## config.mk

```make
export PLATFORM = sky130hd
export DESIGN_NAME = input_conditioner
export DESIGN_NICKNAME = d
export VERILOG_FILES = /design/src/rtl/input_conditioner.sv
export SDC_FILE = /design/constraint.sdc
export NUM_CORES = 1
export LEC_CHECK = 0
export ABC_AREA = 1
export BUFFER_PORTS_ARGS = -buffer_cell sky130_fd_sc_hd__buf_2
export CAP_MARGIN = 20
export CORE_ASPECT_RATIO = 1.1
export CORE_MARGIN = 3
export CORE_UTILIZATION = 65
export CTS_BUF_LIST = sky130_fd_sc_hd__clkbuf_8
export CTS_CLUSTER_DIAMETER = 50
export DETAILED_ROUTE_END_ITERATION = 10
export MAX_ROUTING_LAYER = met4
export PLACE_DENSITY = 0.82
export SYNTH_ARGS = -nofsm -noshare
export SYNTH_HDL_FRONTEND = slang
export SYNTH_SLANG_ARGS = --single-unit
```

## constraint.sdc

```tcl
create_clock -name clk -period 4.4 [get_ports clk]
set_clock_uncertainty 0.1 [all_clocks]
set_input_delay 0.88 -clock clk [delete_from_list [all_inputs] [get_ports clk]]
set_output_delay 0.88 -clock clk [all_outputs]
set_load 0.005 [all_outputs]
```

## src/rtl/input_conditioner.sv

```systemverilog
// Board-pin front end: per-bit synchroniser and debouncer for switches and keys,
// plus one-cycle press/release strobes derived from the debounced key levels.
module input_conditioner #(
  parameter int N_SW            = 10,
  parameter int N_KEY           = 2,
  parameter int SYNC_STAGES     = 2,
  parameter int DEBOUNCE_CYCLES = 1_000_000
) (
  input  logic             clk,
  input  logic             reset_n,
  input  logic [N_SW-1:0]  switch,
  input  logic [N_KEY-1:0] key,
  output logic [N_SW-1:0]  switch_clean,
  output logic [N_KEY-1:0] key_clean,
  output logic [N_KEY-1:0] key_press,
  output logic [N_KEY-1:0] key_release
);

  localparam int N  = N_SW + N_KEY;
  localparam int CW = $clog2(DEBOUNCE_CYCLES + 1);

  // Keys are active-low, so their idle (reset) level is 1; switches idle at 0.
  localparam logic [N-1:0]  RST_VAL  = {{N_KEY{1'b1}}, {N_SW{1'b0}}};
  localparam logic [CW-1:0] CNT_LAST = CW'(DEBOUNCE_CYCLES - 1);

  logic [N-1:0]     sync_q [SYNC_STAGES];
  logic [N-1:0]     s;
  logic [N-1:0]     stable_q, stable_d;
  logic [CW-1:0]    cnt_q [N];
  logic [CW-1:0]    cnt_d [N];
  logic [N_KEY-1:0] press_q, press_d;
  logic [N_KEY-1:0] release_q, release_d;

  assign s = sync_q[SYNC_STAGES-1];

  always_ff @(posedge clk or negedge reset_n) begin
    if (!reset_n) begin
      for (int unsigned k = 0; k < SYNC_STAGES; k++) sync_q[k] <= RST_VAL;
      for (int unsigned i = 0; i < N; i++) cnt_q[i] <= '0;
      stable_q  <= RST_VAL;
      press_q   <= '0;
      release_q <= '0;
    end else begin
      sync_q[0] <= {key, switch};
      for (int unsigned k = 1; k < SYNC_STAGES; k++) sync_q[k] <= sync_q[k-1];
      for (int unsigned i = 0; i < N; i++) cnt_q[i] <= cnt_d[i];
      stable_q  <= stable_d;
      press_q   <= press_d;
      release_q <= release_d;
    end
  end

  // Counter runs only while the synchronised level disagrees with the stable
  // level; any agreement clears it, so a glitch never accumulates.
  always_comb begin
    stable_d = stable_q;
    for (int unsigned i = 0; i < N; i++) begin
      cnt_d[i] = '0;
      if (s[i] != stable_q[i]) begin
        if (cnt_q[i] == CNT_LAST) begin
          stable_d[i] = s[i];
        end else begin
          cnt_d[i] = cnt_q[i] + 1'b1;
        end
      end
    end
  end

  // Strobes register alongside the level, so they coincide with the new key_clean.
  always_comb begin
    press_d   = stable_q[N-1:N_SW] & ~stable_d[N-1:N_SW];
    release_d = ~stable_q[N-1:N_SW] & stable_d[N-1:N_SW];
  end

  assign switch_clean = stable_q[N_SW-1:0];
  assign key_clean    = stable_q[N-1:N_SW];
  assign key_press    = press_q;
  assign key_release  = release_q;

endmodule

```

# == Word-level counts from Yosys, hierarchy flattened ==
# Index checks and enable logic that the tools add are counted.
# totals
ff_bits,280
elab_cells,105
# classes
addsub,12
n_eq_ne,24
mux,28
n_bitwise,4
n_reduce_logical,10
# op_table
operator,count
$mux 20,24
$add 20x1->20 const B,12
$eq 20x20->1 const B,12
$reduce_and 2->1,10
$ne 1x1->1,12
$and 2x2->2,2
$mux 1,4
$not 2->2,2

# == Longest topological paths before layout ==
# depth
depth_word,5
mapped_depth,9
depth_no_buf,9

# == Worst setup path before layout ==
# OpenSTA, ideal clock, no wires.
# synth_path
kind,reg-to-output
start,register stable_q[10]
end,output key_clean[0]
t_arrival_ns,0.537
t_required_ns,3.420
path_slack_ns,2.883
path_stages_with_launch,1
path_buffers,0
path_cell_list,dfstp_2
# synth_rtl
item,line,rtl
start: declaration,28,"logic [N-1:0] stable_q, stable_d;"
start signal: assignment,47,stable_q <= stable_d;
end: declaration,14,"output logic [N_KEY-1:0] key_clean,"
# No word-level cell between the ends.

# == Final worst setup path ==
# layout_path
start,register stable_q[11]
end,output key_clean[1]
# No word-level cell between the ends.

==> metrics <==
Crit path max-delay family=flip-flops; Worst R2R End=cnt_q[35]$_DFF_PN0_; Starting Density=0.666; grt ovf=0; Setup violations, final=0; Post-CTS Setup Bufs=0; Setup WS pre-CTS=2.29 ns; Min Hold Slack=0.252 ns; number of gates resized after cts=0; status=complete, no violations; top cell type's share of synthesized area=0.464; unrepaired setup endpoints after global routing=false; placed insts=2224; DR WL/cell=12.7 um; Power Density=320 mW/mm^2; Max Freq=0.451 GHz; post-layout min period=2.22 ns; final period utilization=0.503; diode count=0; worst setup margin=2.18 ns; reg-to-reg critical path startpoint=stable_q[10]$_DFF_PN1_; DR iter-0 viols=698; RD Place Congestion=0.915; worst setup path endpoint=key_clean[1]; DR vias=12070; crit-path cells=buf_2; total negative slack=0 ns; Synth cell types=35; Worst Setup SP=stable_q[11]$_DFF_PN1_; Power Total=0.00521 W; worst skew pair latency=0.57 ns; worst r2r path cells=5; critical path class=register to primary output; root buffer cell=clkbuf_8; core area=0.0222 sq mm; vias in the first global route=11789; cell taking the most area after synthesis=dfrtp_1; non-filler cells, final=2308; Slew HR=0.435; DR DRC count=0; cts bufs inserted=45; DRT antenna net count=0; Total Wirelength=29.2 mm; sequential share of the synthesized area=0.475; Synthesized Nets=1928; element type at the critical path end=primary output; slowest cell on the critical path=dfstp_2; Seq cells post-synth=280; # nets final=2002; Worst EP required=3.42 ns; # Max-Cap Violations=0; share of layout cells above drive strength 1=0.108; CTS HTree Levels=2; Ports=30; Post-Synthesis Cells=1902; DR pass1 iterations=5; FF-to-FF setup slack=2.45 ns; die area=0.0246 sq mm; dominant cells by area after synthesis=dfrtp_1, nor2_1, nand2_1; synthesized area per cell=7.77 sq um; initial antenna violation count=0; crit path DAT=1.24 ns; Worst Setup Start Kind=register; Area Overhead vs Synth=10.4%; crit path max fanout=4; Synth Cell Area=0.0148 sq mm; maximum root-to-sink buffer count=3; DR vias/cell=5.23; Fin. Hold Viols=0; Post-CTS Hold Buffers=0; Die Wd=150 um; Worst Tran Pin Value=0.848 ns; CTS tree=yes; Critical Path Stages=1; critical path's largest stage delay=0.56 ns; buffers added on ports=29; Worst-path clk slew=0.06 ns; die height=164 um; pin count of the biggest net entering global routing=114; Synth warnings=0; Worst VDD drop=288 uV; HP Class=register to register; Leak=7.08 nW; # rows=57; Sink Count=280; WP buf/inv=1; first-pass GRT wire length=51.6 mm; total track usage=0.254; Slew Limit Fails=0; Final HPWL DP=20.7 mm
Yosys cell counts (all sizes together):
master / instances
or2: 5
nand3: 185
nor2: 585
and2: 3
nand2: 376
xor2: 84
dfrtp: 274
o21bai: 4
nand3b: 7
nand4: 34
nor3b: 7
nor3: 27
clkbuf: 2
xnor2: 43
buf: 3
a21oi: 28
o21ai: 26
ha: 12
clkinv: 1
dfstp: 6
inv: 190
metrics by stage:
step,instance area (sq um),utilization
final,16300,0.735
after detailed placement,15300,0.691
after global placement,15300,0.691
after CTS,16300,0.735
after global routing,16300,0.735
after floorplan,14800,-
kinds of logic (layout without fill, tap and decap cells):
kind of cell,after synthesis,count (layout),share of synthesized area
buf+inv,196,307,0.0501
flops,280,280,0.475
xor+xnor,127,127,0.0789
simple gates,1229,1229,0.364
fa+ha+maj,12,12,0.0102
compound gates,58,58,0.0221
placed cells by master (no fill, tap or decap), drive strengths merged, types with 13 or more instances in the layout:
cell type / instances
a21oi: 28
buf: 32
clkbuf: 50
clkinv: 13
dfrtp: 274
inv: 206
nand2: 376
nand3: 185
nand4: 34
nor2: 585
nor3: 27
o21ai: 26
xnor2: 43
xor2: 84
layer usage:
layer  routed length (um)  GRT usage  vias to the layer above
li1                     -          -                     6124
met1                13200      0.329                     5590
met2                14200      0.417                      285
met3                 1210     0.0378                       71
met4                  642     0.0819                        0
met5                    0          -                        -
report_power, final:
| group | internal, W | switching (W) | leakage (nW) | total, W |
|---|---|---|---|---|
| logic | 0.0000477 | 0.000123 | 2.70 | 0.000170 |
| registers | 0.00261 | 0.0000284 | 3.82 | 0.00264 |
| clock network | 0.00136 | 0.00104 | 0.563 | 0.00240 |
| total | 0.00402 | 0.00119 | 7.08 | 0.00521 |
flip-flops by register name, indices dropped and copies added (netlist names):
name         cells
stable_q        12
sync_q          12
cnt_q          240
key_release      2
key_press        2
s               12
layout make-up:
cell class                      count  area, sq um
Multi-Input combinational cell   1426         7020
Sequential cell                   280         7010
Fill cell                        1714         5880
Inverter                          191          718
Clock buffer                       50          688
Tap cell                          295          369
Clock inverter                     34          294
Timing Repair Buffer               32          203
how the worst min path moves through the flow:
stage | end | slack, ns | start | depth (start not counted)
2_1_floorplan | s[0]$_DFF_PN0_ | 0.23 | sync_q[12]$_DFF_PN0_ | 0
3_3_place_gp | s[7]$_DFF_PN0_ | 0.23 | sync_q[19]$_DFF_PN0_ | 0
3_5_place_dp | s[2]$_DFF_PN0_ | 0.24 | sync_q[14]$_DFF_PN0_ | 0
4_1_cts | s[3]$_DFF_PN0_ | 0.25 | sync_q[15]$_DFF_PN0_ | 0
5_1_grt | s[10]$_DFF_PN1_ | 0.26 | sync_q[22]$_DFF_PN1_ | 0
6_report | s[8]$_DFF_PN0_ | 0.25 | sync_q[20]$_DFF_PN0_ | 0
No activity file was read; power rests on OpenSTA's default activity.
